**config.mk**
```make
export PLATFORM = sky130hd
export DESIGN_NAME = cga_attrib_pipe_flat
export DESIGN_NICKNAME = d
export VERILOG_FILES = /design/src/rtl/cga_attrib_pipe_pkg.sv /design/src/rtl/cga_attrib_pipe_if.sv /design/src/rtl/cga_attrib_pipe_blink_gen.sv /design/src/rtl/cga_attrib_pipe.sv /design/src/flat_wrapper.sv
export SDC_FILE = /design/constraint.sdc
export NUM_CORES = 1
export LEC_CHECK = 0
export BUFFER_PORTS_ARGS = -buffer_cell sky130_fd_sc_hd__buf_2
export CORE_UTILIZATION = 45
export CTS_BUF_LIST = sky130_fd_sc_hd__clkbuf_4
export CTS_CLUSTER_SIZE = 30
export DETAILED_ROUTE_END_ITERATION = 6
export PLACE_DENSITY = 0.85
export SLEW_MARGIN = 15
export SYNTH_ARGS = -nofsm -noshare
export SYNTH_HDL_FRONTEND = slang
export SYNTH_SLANG_ARGS = --single-unit
```
**constraint.sdc**
```tcl
create_clock -name clk -period 1.8 [get_ports clk]
set_input_delay 0.45 -clock clk [delete_from_list [all_inputs] [get_ports clk]]
set_output_delay 0.45 -clock clk [all_outputs]
set_load 0.005 [all_outputs]
```
**src/rtl/cga_attrib_pipe_pkg.sv**
```systemverilog
// cga_pkg: shared constants, types and helpers for the CGA attribute pipe.
//   RGBI_W       width of the raw CGA colour index (RGBI)
//   color_sel_e  which colour source drives a pixel (FG, BG, GFX, OVERSCAN, BLANK)
//   gfx320_color 320-dot graphics colour from the colour-select register
package cga_pkg;

    localparam int RGBI_W = 4;

    typedef enum logic [2:0] {
        FG,
        BG,
        GFX,
        OVERSCAN,
        BLANK
    } color_sel_e;

    // Code 0 is the background colour from the register. Other codes use
    // the palette-select bit (reg[5]) as LSB unless B/W mode substitutes c0.
    function automatic logic [RGBI_W-1:0] gfx320_color(
        input logic [7:0] color_reg,
        input logic       c1,
        input logic       c0,
        input logic       bw
    );
        if ({c1, c0} == 2'b00) begin
            return color_reg[3:0];
        end
        return {color_reg[4], c1, c0, bw ? c0 : color_reg[5]};
    endfunction

endpackage

```
**src/rtl/cga_attrib_pipe_if.sv**
```systemverilog
// cga_attrib_pipe_if: video bus between the serialiser and the attribute pipe.
//   master: serialiser side, drives attribute/mode/sync/dot/palette inputs,
//           receives pix_out, hsync_out, vsync_out, de_out.
//   slave : attribute pipe side.
interface cga_attrib_pipe_if #(
    parameter int COLOR_BITS = 4
);
    logic [7:0]            att_byte;
    logic [7:0]            cga_color_reg;
    logic                  grph_mode;
    logic                  bw_mode;
    logic                  mode_640;
    logic                  blink_enabled;
    logic                  display_enable;
    logic                  cursor;
    logic                  hsync;
    logic                  vsync;
    logic                  pix_in;
    logic                  c0;
    logic                  c1;
    logic                  pix_640;
    logic                  pal_we;
    logic [3:0]            pal_addr;
    logic [COLOR_BITS-1:0] pal_data;
    logic [COLOR_BITS-1:0] pix_out;
    logic                  hsync_out;
    logic                  vsync_out;
    logic                  de_out;

    modport master (
        output att_byte, cga_color_reg, grph_mode, bw_mode, mode_640,
               blink_enabled, display_enable, cursor, hsync, vsync,
               pix_in, c0, c1, pix_640, pal_we, pal_addr, pal_data,
        input  pix_out, hsync_out, vsync_out, de_out
    );

    modport slave (
        input  att_byte, cga_color_reg, grph_mode, bw_mode, mode_640,
               blink_enabled, display_enable, cursor, hsync, vsync,
               pix_in, c0, c1, pix_640, pal_we, pal_addr, pal_data,
        output pix_out, hsync_out, vsync_out, de_out
    );
endinterface

```
**src/rtl/cga_attrib_pipe_blink_gen.sv**
```systemverilog
// cga_blink_gen: cursor and character blink derived from vsync.
//   clk, reset_n  pixel clock, async active-low reset
//   vsync         raw vertical sync (rising edges are frames)
//   cursor_blink  toggles every CURSOR_FRAMES frames
//   char_blink    toggles on every 0->1 of cursor_blink
module cga_blink_gen #(
    parameter int CURSOR_FRAMES = 8
) (
    input  logic clk,
    input  logic reset_n,
    input  logic vsync,
    output logic cursor_blink,
    output logic char_blink
);
    localparam int CNT_W = (CURSOR_FRAMES > 1) ? $clog2(CURSOR_FRAMES) : 1;
    localparam logic [CNT_W-1:0] CNT_LAST = CNT_W'(CURSOR_FRAMES - 1);

    logic             vsync_q;
    logic [CNT_W-1:0] count;
    logic             vs_rise;

    assign vs_rise = vsync & ~vsync_q;

    always_ff @(posedge clk or negedge reset_n) begin
        if (!reset_n) begin
            vsync_q      <= 1'b0;
            count        <= '0;
            cursor_blink <= 1'b0;
            char_blink   <= 1'b0;
        end else begin
            vsync_q <= vsync;
            if (vs_rise) begin
                if (count == CNT_LAST) begin
                    count        <= '0;
                    cursor_blink <= ~cursor_blink;
                    if (!cursor_blink) begin
                        char_blink <= ~char_blink;
                    end
                end else begin
                    count <= count + CNT_W'(1);
                end
            end
        end
    end
endmodule

```
**src/rtl/cga_attrib_pipe.sv**
```systemverilog
// cga_attrib_pipe: registered CGA attribute/colour mux.
//   clk, reset_n  pixel clock, async active-low reset
//   bus (slave)   attribute, mode, sync, dot and palette inputs;
//                 pix_out (COLOR_BITS), hsync_out, vsync_out, de_out, all
//                 delayed PIPE_STAGES clocks from the sampled inputs.
// Optional feature: define CGA_ATTRIB_PALETTE_EN for a 16-entry palette
// looked up in stage 2 (requires PIPE_STAGES >= 2). Without it pix_out is
// the zero-extended RGBI index and pal_* are ignored.
module cga_attrib_pipe
    import cga_pkg::*;
#(
    parameter int COLOR_BITS    = 4,
    parameter int PIPE_STAGES   = 2,
    parameter int CURSOR_FRAMES = 8
) (
    input  logic                  clk,
    input  logic                  reset_n,
    cga_attrib_pipe_if.slave      bus
);
    if (COLOR_BITS < RGBI_W) begin : g_bad_width
        $error("cga_attrib_pipe: COLOR_BITS must be >= 4");
    end
    if (PIPE_STAGES < 1 || PIPE_STAGES > 4) begin : g_bad_stages
        $error("cga_attrib_pipe: PIPE_STAGES must be 1..4");
    end
    if (CURSOR_FRAMES < 1) begin : g_bad_frames
        $error("cga_attrib_pipe: CURSOR_FRAMES must be >= 1");
    end

    logic cursor_blink;
    logic char_blink;

    cga_blink_gen #(
        .CURSOR_FRAMES(CURSOR_FRAMES)
    ) u_blink (
        .clk         (clk),
        .reset_n     (reset_n),
        .vsync       (bus.vsync),
        .cursor_blink(cursor_blink),
        .char_blink  (char_blink)
    );

    color_sel_e        sel;
    logic              dot;
    logic [RGBI_W-1:0] bg_color;
    logic [RGBI_W-1:0] rgbi;

    always_comb begin
        bg_color = bus.blink_enabled ? {1'b0, bus.att_byte[6:4]} : bus.att_byte[7:4];
        dot = (bus.pix_in & ~(bus.blink_enabled & bus.att_byte[7] & ~bus.cursor & char_blink))
            | (bus.cursor & cursor_blink);

        sel = FG;
        if (bus.hsync | bus.vsync) begin
            sel = BLANK;
        end else if (bus.grph_mode & bus.mode_640) begin
            sel = (bus.display_enable & bus.pix_640) ? GFX : BLANK;
        end else if (!bus.display_enable) begin
            sel = OVERSCAN;
        end else if (bus.grph_mode) begin
            sel = GFX;
        end else begin
            sel = dot ? FG : BG;
        end

        rgbi = '0;
        case (sel)
            FG:       rgbi = bus.att_byte[3:0];
            BG:       rgbi = bg_color;
            GFX:      rgbi = bus.mode_640 ? bus.cga_color_reg[3:0]
                                          : gfx320_color(bus.cga_color_reg, bus.c1, bus.c0, bus.bw_mode);
            OVERSCAN: rgbi = bus.cga_color_reg[3:0];
            BLANK:    rgbi = '0;
            default:  rgbi = '0;
        endcase
    end

    // Stage 1 (index 0) holds the zero-extended RGBI (already 0 when blank);
    // stage 2 optionally replaces it with the palette entry.
    logic [COLOR_BITS-1:0] pix_pipe [PIPE_STAGES];
    logic                  hs_pipe  [PIPE_STAGES];
    logic                  vs_pipe  [PIPE_STAGES];
    logic                  de_pipe  [PIPE_STAGES];
    logic [COLOR_BITS-1:0] stage2_pix;

    always_ff @(posedge clk or negedge reset_n) begin
        if (!reset_n) begin
            pix_pipe[0] <= '0;
            hs_pipe[0]  <= 1'b0;
            vs_pipe[0]  <= 1'b0;
            de_pipe[0]  <= 1'b0;
        end else begin
            pix_pipe[0] <= COLOR_BITS'(rgbi);
            hs_pipe[0]  <= bus.hsync;
            vs_pipe[0]  <= bus.vsync;
            de_pipe[0]  <= bus.display_enable;
        end
    end

    for (genvar g = 1; g < PIPE_STAGES; g++) begin : g_stage
        always_ff @(posedge clk or negedge reset_n) begin
            if (!reset_n) begin
                pix_pipe[g] <= '0;
                hs_pipe[g]  <= 1'b0;
                vs_pipe[g]  <= 1'b0;
                de_pipe[g]  <= 1'b0;
            end else begin
                pix_pipe[g] <= (g == 1) ? stage2_pix : pix_pipe[g-1];
                hs_pipe[g]  <= hs_pipe[g-1];
                vs_pipe[g]  <= vs_pipe[g-1];
                de_pipe[g]  <= de_pipe[g-1];
            end
        end
    end

`ifdef CGA_ATTRIB_PALETTE_EN
    if (PIPE_STAGES < 2) begin : g_bad_palette
        $error("cga_attrib_pipe: palette lookup needs PIPE_STAGES >= 2");
    end

    logic [COLOR_BITS-1:0] palette [16];
    logic                  pal_we_q;
    logic [RGBI_W-1:0]     pal_addr_q;
    logic [COLOR_BITS-1:0] pal_data_q;
    logic                  s1_blank;

    // The write is registered alongside stage 1 and committed while that
    // pixel's lookup happens, so a pixel presented with the write still
    // reads the old entry and the next pixel sees the new one.
    always_ff @(posedge clk or negedge reset_n) begin
        if (!reset_n) begin
            for (int unsigned i = 0; i < 16; i++) begin
                palette[i[3:0]] <= COLOR_BITS'(i);
            end
            pal_we_q   <= 1'b0;
            pal_addr_q <= '0;
            pal_data_q <= '0;
            s1_blank   <= 1'b0;
        end else begin
            pal_we_q   <= bus.pal_we;
            pal_addr_q <= bus.pal_addr;
            pal_data_q <= bus.pal_data;
            s1_blank   <= (sel == BLANK);
            if (pal_we_q) begin
                palette[pal_addr_q] <= pal_data_q;
            end
        end
    end

    assign stage2_pix = s1_blank ? '0 : palette[pix_pipe[0][RGBI_W-1:0]];
`else
    logic unused_pal;
    assign unused_pal = &{1'b0, bus.pal_we, bus.pal_addr, bus.pal_data};
    assign stage2_pix = pix_pipe[0];
`endif

    assign bus.pix_out   = pix_pipe[PIPE_STAGES-1];
    assign bus.hsync_out = hs_pipe[PIPE_STAGES-1];
    assign bus.vsync_out = vs_pipe[PIPE_STAGES-1];
    assign bus.de_out    = de_pipe[PIPE_STAGES-1];
endmodule

```
**src/flat_wrapper.sv**
```systemverilog
// flat-port wrapper written by rule: the top's interface ports become plain ports
module cga_attrib_pipe_flat import cga_pkg::*;
#(
    parameter int COLOR_BITS    = 4,
    parameter int PIPE_STAGES   = 2,
    parameter int CURSOR_FRAMES = 8
)
  (clk, reset_n, bus_att_byte, bus_cga_color_reg, bus_grph_mode, bus_bw_mode, bus_mode_640, bus_blink_enabled, bus_display_enable, bus_cursor, bus_hsync, bus_vsync, bus_pix_in, bus_c0, bus_c1, bus_pix_640, bus_pal_we, bus_pal_addr, bus_pal_data, bus_pix_out, bus_hsync_out, bus_vsync_out, bus_de_out);
  cga_attrib_pipe_if #(.COLOR_BITS(COLOR_BITS)) bus_i ();
  input  logic clk;
  input  logic reset_n;
  input wire logic [$bits(bus_i.att_byte)-1:0] bus_att_byte;
  input wire logic [$bits(bus_i.cga_color_reg)-1:0] bus_cga_color_reg;
  input wire logic [$bits(bus_i.grph_mode)-1:0] bus_grph_mode;
  input wire logic [$bits(bus_i.bw_mode)-1:0] bus_bw_mode;
  input wire logic [$bits(bus_i.mode_640)-1:0] bus_mode_640;
  input wire logic [$bits(bus_i.blink_enabled)-1:0] bus_blink_enabled;
  input wire logic [$bits(bus_i.display_enable)-1:0] bus_display_enable;
  input wire logic [$bits(bus_i.cursor)-1:0] bus_cursor;
  input wire logic [$bits(bus_i.hsync)-1:0] bus_hsync;
  input wire logic [$bits(bus_i.vsync)-1:0] bus_vsync;
  input wire logic [$bits(bus_i.pix_in)-1:0] bus_pix_in;
  input wire logic [$bits(bus_i.c0)-1:0] bus_c0;
  input wire logic [$bits(bus_i.c1)-1:0] bus_c1;
  input wire logic [$bits(bus_i.pix_640)-1:0] bus_pix_640;
  input wire logic [$bits(bus_i.pal_we)-1:0] bus_pal_we;
  input wire logic [$bits(bus_i.pal_addr)-1:0] bus_pal_addr;
  input wire logic [$bits(bus_i.pal_data)-1:0] bus_pal_data;
  output wire logic [$bits(bus_i.pix_out)-1:0] bus_pix_out;
  output wire logic [$bits(bus_i.hsync_out)-1:0] bus_hsync_out;
  output wire logic [$bits(bus_i.vsync_out)-1:0] bus_vsync_out;
  output wire logic [$bits(bus_i.de_out)-1:0] bus_de_out;
  assign bus_i.att_byte = bus_att_byte;
  assign bus_i.cga_color_reg = bus_cga_color_reg;
  assign bus_i.grph_mode = bus_grph_mode;
  assign bus_i.bw_mode = bus_bw_mode;
  assign bus_i.mode_640 = bus_mode_640;
  assign bus_i.blink_enabled = bus_blink_enabled;
  assign bus_i.display_enable = bus_display_enable;
  assign bus_i.cursor = bus_cursor;
  assign bus_i.hsync = bus_hsync;
  assign bus_i.vsync = bus_vsync;
  assign bus_i.pix_in = bus_pix_in;
  assign bus_i.c0 = bus_c0;
  assign bus_i.c1 = bus_c1;
  assign bus_i.pix_640 = bus_pix_640;
  assign bus_i.pal_we = bus_pal_we;
  assign bus_i.pal_addr = bus_pal_addr;
  assign bus_i.pal_data = bus_pal_data;
  assign bus_pix_out = bus_i.pix_out;
  assign bus_hsync_out = bus_i.hsync_out;
  assign bus_vsync_out = bus_i.vsync_out;
  assign bus_de_out = bus_i.de_out;
  cga_attrib_pipe #(.COLOR_BITS(COLOR_BITS), .PIPE_STAGES(PIPE_STAGES), .CURSOR_FRAMES(CURSOR_FRAMES)) u_core (.clk(clk), .reset_n(reset_n), .bus(bus_i));
endmodule
```
Word-level counts from Yosys, hierarchy flattened

Index checks and enable logic that the tools add are counted.
Widths: inputs -> output; s select.

$mul: 0
Equality and inequality tests: 4
Add/subtract/negate cells: 1
Reductions and logical operators: 4
Bitwise gates (word level): 15
Shifts and indexed selects: 0
Div/mod/pow operators: 0
$lt $le $gt $ge: 0
Multiplexer cells: 15

Operators with widths:

| kind                | count |
|---|---|
| $mux 3              | 6 |
| $mux 4              | 4 |
| $pmux 4 s4          | 1 |
| $and 1x1->1         | 8 |
| $eq 3x2->1 const B  | 2 |
| $not 1->1           | 5 |
| $mux 1              | 4 |
| $add 3x1->3 const B | 1 |
| $eq 3x1->1 const B  | 1 |
| $eq 3x3->1 const B  | 1 |
| $logic_not 3->1     | 1 |
| $reduce_and 3->1    | 1 |
| $logic_not 2->1     | 1 |
| $or 1x1->1          | 2 |
| $reduce_and 2->1    | 1 |

Word-level logic and storage cells: 50
Input port bits: 39
Bits in read-only memories: 0
Memories kept: 0
Flip-flop bits (word level): 19
Bits in latches: 0
Output and inout bits: 7
Bits in writable memories: 0

Depth between registers and ports, before layout

Depth after elaboration: 16
Depth in mapped cells: 5
Depth with buffers taken out: 5

Hierarchy

A second synthesis with hierarchy kept.

Cells, all modules: 68
Area total of the unflattened synthesis: 907.1 µm²

By module, submodules not included:

| module          | sequential area each (µm²) | instances | cells each | area each (µm²) |
|---|---|---|---|---|
| cga_attrib_pipe | 350.3                      | 1         | 51         | 643.1 |
| cga_blink_gen   | 150.1                      | 1         | 17         | 264.0 |

Worst setup path after synthesis

No wires, ideal clock.

Kind: input to register
From: in bus_blink_enabled
To: reg u_core.pix_pipe (netlist bit u_core.stage2_pix[0])
Path slack: 0.373 ns
Arrival time: 1.304 ns
Setup time: 0.124 ns
Buffers on the path: 0
Stages on the path: 4
Required time: 1.676 ns
Cells stage by stage: and4b_1 nor2_1 o32ai_1 a211o_1

Word-level cells in the longest chain between the ends: 13
Elaborated cells on any way between the ends: 16
Those cells by class: eq/ne (3); mux (6); bitwise (6); reduce/logical (1)

RTL lines:

| element                            | RTL line              | text |
|---|---|---|
| start, declared                    | flat_wrapper.sv:17    | `input wire logic [$bits(bus_i.blink_enabled)-1:0] bus_blink_enabled;` |
| $and 1x1->1 * (3 in a row)         | cga_attrib_pipe.sv:50 | `dot = (bus.pix_in & ~(bus.blink_enabled & bus.att_byte[7] & ~bus.cursor & char_blink))` |
| $not 1->1 *                        | cga_attrib_pipe.sv:50 |  |
| $and 1x1->1 *                      | cga_attrib_pipe.sv:50 |  |
| $or 1x1->1 *                       | cga_attrib_pipe.sv:51 | `\| (bus.cursor & cursor_blink);` |
| $mux 1 *                           | cga_attrib_pipe.sv:63 | `sel = dot ? FG : BG;` |
| $mux 3 *                           | cga_attrib_pipe.sv:60 | `end else if (bus.grph_mode) begin` |
| $mux 3 *                           | cga_attrib_pipe.sv:58 | `end else if (!bus.display_enable) begin` |
| $mux 3 *                           | cga_attrib_pipe.sv:56 | `end else if (bus.grph_mode & bus.mode_640) begin` |
| $mux 3 *                           | cga_attrib_pipe.sv:54 | `if (bus.hsync \| bus.vsync) begin` |
| $eq 3x2->1 (tied with other cells) | cga_attrib_pipe.sv:67 | `case (sel)` |
| $pmux 4 s4 *                       | cga_attrib_pipe.sv:67 |  |
| net u_core.rgbi[0]                 | cga_attrib_pipe.sv:46 | `logic [RGBI_W-1:0] rgbi;` |
| end, declared                      | cga_attrib_pipe.sv:80 | `logic [COLOR_BITS-1:0] pix_pipe [PIPE_STAGES];` |

Mark *: on every way through the listed nets, which the timed path passes. The rest lies on a longest branch.
A chain may end at the register's enable or synchronous reset.

Final worst setup path

From: reg u_core.u_blink.char_blink
To: reg u_core.pix_pipe (netlist bit u_core.stage2_pix[1])

Word-level cells in the longest chain between the ends: 11
Elaborated cells on any way between the ends: 14
Those cells by class: eq/ne (3); mux (6); bitwise (4); reduce/logical (1)

RTL lines:

| element                            | RTL line                        | text |
|---|---|---|
| start, declared                    | cga_attrib_pipe_blink_gen.sv:13 | `output logic char_blink` |
| start signal, assigned             | cga_attrib_pipe_blink_gen.sv:37 | `char_blink <= ~char_blink;` |
| $and 1x1->1 *                      | cga_attrib_pipe.sv:50           |  |
| $not 1->1 *                        | cga_attrib_pipe.sv:50           |  |
| $and 1x1->1 *                      | cga_attrib_pipe.sv:50           |  |
| $or 1x1->1 *                       | cga_attrib_pipe.sv:51           |  |
| $mux 1 *                           | cga_attrib_pipe.sv:63           |  |
| $mux 3 *                           | cga_attrib_pipe.sv:60           |  |
| $mux 3 *                           | cga_attrib_pipe.sv:58           |  |
| $mux 3 *                           | cga_attrib_pipe.sv:56           |  |
| $mux 3 *                           | cga_attrib_pipe.sv:54           |  |
| $eq 3x2->1 (tied with other cells) | cga_attrib_pipe.sv:67           |  |
| $pmux 4 s4 *                       | cga_attrib_pipe.sv:67           |  |
| net u_core.rgbi[1]                 | cga_attrib_pipe.sv:46           |  |

Marked as above.

==> flow_results.org <==
** Outcome
- The run finished with clean final reports.

** Global route
- Global routing consumed, on the met3 layer, 2.40% of the routing resources.
- Global-route wire length before repair :: 2.68 mm
- The initial antenna violation count was 0.
- Maximum number of pins on one net before global-route repair :: 20
- In the global route stage, met2 resource usage came out at 30.4%.
- Across every metal layer, demand over resource in global routing totals 18.3%.
- M1 GR Usage :: 23.1%
- Number of global-route vias before repair :: 652
- Summed over all layers, the global routing overflow is 0.
- Highest-utilization routing layer at the global route stage :: met2

** Clock network
- After clock tree synthesis, the clock-pin slew on the worst setup and hold paths is 0.09 ns.
- # clock sinks :: 19
- Number of buffers on the longest clock path :: 2
- Post-CTS repair changed the size of 0 cells.
- For this design, the CTS-stage hold fixing added 0 buffers.
- In this run, CTS created clock tree buffers numbering 3.
- CTS tree :: built
- The clock reaches the later pin of the worst-skew pair after 0.28 ns.
- CTS H-Tree Depth :: 1
- Buffer cell driving the clock tree root :: sky130_fd_sc_hd__clkbuf_4
- Once the clock tree was built, the setup fixing pass inserted 0 buffers.

** Setup path
- Crit path required time :: 1.96 ns
- Slowest cell on the critical path :: sky130_fd_sc_hd__dfrtp_1
- Largest driver fanout on the critical path :: 3
- Endpoint arrival time on the critical path :: 1.52 ns
- Startpoint type of the worst setup path :: flop
- Worst stage delay on the critical path :: 0.40 ns
- Number of buffers and inverters on the critical path :: 1
- Family with the most delay on the worst path :: flip-flops
- Capturing element type of the critical path :: flop
- Crit-path cells :: and4b_1 > nor2_1 > buf_4 > mux2i_1 > o221ai_1
- The worst setup path is of the flop to flop kind.

** Synth
- By instance count, the leading cell after synthesis is sky130_fd_sc_hd__dfrtp_1.
- Synthesis handed over a netlist of 71 instances.
- After synthesis, the share of flip-flops with an asynchronous set or reset is 100%.
- After synthesis the cells add up to 836 µm².
- Most frequent cells after synthesis :: sky130_fd_sc_hd__dfrtp_1, sky130_fd_sc_hd__nand2_1, sky130_fd_sc_hd__inv_1
- Yosys warning count :: 0
- Top cell type by total area after synthesis :: sky130_fd_sc_hd__dfrtp_1
- Among all flip-flop cells after synthesis, the most frequent one is sky130_fd_sc_hd__dfrtp_1.
- The synthesized design contains 19 register bits.
- A synthesized cell averages 11.8 µm².
- Part of the Yosys area used for sequential elements :: 56.9%
- Counting distinct cell types in the post-synthesis netlist gives 25.
- Total nets after synthesis :: 112
- Portion of synthesized cell area occupied by the leading cell type :: 56.9%
- Biggest area contributors in the synthesized netlist :: sky130_fd_sc_hd__dfrtp_1, sky130_fd_sc_hd__mux2_2, sky130_fd_sc_hd__nand2_1
- In this run, synthesis inferred 0 flip-flops with an integrated enable.

** Final layout
- At the end of the flow, the number of nets in the layout was 152.
- Share of final-layout standard cells stronger than drive strength 1 :: 40.9%
- After filler insertion, the fill cell instance count of the layout stands at 157.
- Synthesis-to-finish area growth :: 28.6%
- 0 antenna diodes ended up in the layout.
- Post-route insts no fill :: 135

** Placed design
- Once detailed placement completed, the half-perimeter wirelength came to 1.28 mm.
- In this run the tool buffered the top-level ports with 34 buffer cells.
- Once placement completed, the tool counted placed cells totaling 131.
- The congestion estimate from routability-driven global placement came to 0.810.
- Dpl ws :: 0.194 ns

** Floorplan
- Effective utilization at floorplan :: 48.4%
- The floorplan has 15 rows.
- The die covers 2030 µm².
- Top-level port count :: 46
- The core region is 1730 µm².
- Vertical die dimension :: 45.1 µm
- Die outline width :: 45.1 µm

** Drt
- Initial DRT Pass Iterations :: 4
- Wire length after detailed routing :: 1.57 mm
- After detailed routing, the number of vias per cell comes to 5.11.
- Antenna Violating Nets Remaining :: 0
- The routed layout has 690 vias.
- Post-DR wirelength/cell :: 11.6 µm
- For this run, design rule violations remaining after detail routing come to 0.
- In this run, the number of DRC markers left after iteration 0 of detailed routing was 9.

** Timing
- Derived from the worst setup path, the maximum achievable clock frequency is 0.737 GHz.
- Final-layout setup total negative slack :: 0 ns
- The worst pin sits at a relative slew slack of 68.1%.
- The tightest hold path in the finished design has a slack of 0.0657 ns.
- Number of hold violations in the final report :: 0
- At the pin with the least slew margin, the transition time is 0.477 ns.
- Post-layout min period :: 1.36 ns
- Final cycle utilization of the critical path :: 75.4%
- Across the routed clock network, the largest skew measured is 0.000628 ns.
- Number of failing setup endpoints in the final timing report :: 0
- Smallest setup slack after layout :: 0.443 ns
- Unrepaired setup endpoints after global routing :: no
- The number of max-slew violations in the final report came to 0.

** Run
- Max-Cap Viols :: 0

** Power and ir drop
- Leakage dissipation :: 0.558 nW
- The design draws 0.983 mW.
- IR analysis of the VDD net gives a maximum drop of 0.419 mV.
- PwrDens :: 914 nW/µm²

** Hold path
- Hold/Removal Path Class :: input port to asynchronous set/reset pin
==> cells in the final DEF, fill, tap and decap left out, types with 2 or more instances in the layout <==
cell and n:
sky130_fd_sc_hd__inv_1 7, sky130_fd_sc_hd__o221ai_1 3, sky130_fd_sc_hd__mux2_2 3, sky130_fd_sc_hd__a32oi_1 2, sky130_fd_sc_hd__ha_1 2, sky130_fd_sc_hd__nor2b_1 2
sky130_fd_sc_hd__a21oi_1 3, sky130_fd_sc_hd__dfrtp_1 19, sky130_fd_sc_hd__mux2i_1 2, sky130_fd_sc_hd__nor2_1 5, sky130_fd_sc_hd__o211ai_1 2, sky130_fd_sc_hd__buf_2 34
sky130_fd_sc_hd__nand2_1 8, sky130_fd_sc_hd__clkbuf_4 4
==> sequential cells by signal, summed over array words and instances (netlist names) <==
name / cells
u_core.bus.de_out: 1
u_core.hs_pipe: 1
u_core.de_pipe: 1
u_core.vs_pipe: 1
u_core.u_blink.count: 3
u_core.stage2_pix: 4
u_core.bus.vsync_out: 1
u_core.bus.pix_out: 4
u_core.u_blink.cursor_blink: 1
u_core.u_blink.char_blink: 1
u_core.bus.hsync_out: 1
==> per-stage QoR <==
| stage | area (µm²) | utilization [%] |
|---|---|---|
| global placement | 1040 | 60.5 |
| global route | 1070 | 62.2 |
| floorplan | 836 | - |
| CTS | 1070 | 62.2 |
| finish | 1070 | 62.2 |
| detailed placement | 1040 | 60.5 |
==> where the power goes <==
| group | switching [mW] | total [mW] | internal, mW |
|---|---|---|---|
| clock | 0.115 | 0.216 | 0.101 |
| sequential | 0.0453 | 0.546 | 0.501 |
| combinational | 0.100 | 0.221 | 0.120 |
| total | 0.260 | 0.983 | 0.723 |
==> worst paths after layout <==
kind / slack [ns] / start / depth (start not counted) / end
setup / recovery: 0.44 / u_core.u_blink.char_blink$_DFFE_PN0P_ / 5 / u_core.stage2_pix[1]$_DFF_PN0_
hold / removal: 0.07 / reset_n / 1 / u_core.bus.pix_out[2]$_DFF_PN0_
setup reg to reg: 0.44 / u_core.u_blink.char_blink$_DFFE_PN0P_ / 5 / u_core.stage2_pix[1]$_DFF_PN0_
hold reg to reg: 0.36 / u_core.stage2_pix[1]$_DFF_PN0_ / 0 / u_core.bus.pix_out[1]$_DFF_PN0_
max in group asynchronous: 1.46 / reset_n / 1 / u_core.bus.vsync_out$_DFF_PN0_
min in group clk: 0.33 / bus_display_enable / 1 / u_core.de_pipe[1]$_DFF_PN0_
==> kinds of logic (layout without fill, tap and decap cells) <==
group                    after synthesis  count (layout)  share of synthesized area (%)
AO/OA/AOI/OAI                         16              16                           15.1
multiplexers                           5               5                           6.44
adder cells (fa/ha/maj)                2               2                           2.99
flip-flops                            19              19                           56.9
XOR/XNOR                               2               2                           2.10
AND/OR/NAND/NOR                       20              20                           13.3
buffers and inverters                  7              46                           3.14
==> per-layer routing <==
metal  routed length (µm)  up-vias  part of all wire (%)
met2                  745       29                    47
met5                    0        -                     0
met3                   63        4                   4.0
met4                   43        0                   2.7
met1                  719      321                    46
li1                     -      336                     -
==> cell type report <==
class / count / area, µm² / share of cell area [%]
clock buffers: 4 / 30.0 / 2.79
inverters: 7 / 26.3 / 2.44
multi-input cells: 45 / 334 / 31.1
flip-flops and latches: 19 / 475 / 44.2
well taps: 25 / 31.3 / 2.91
repair buffers: 35 / 178 / 16.5
No activity file was read; power rests on OpenSTA's default activity.
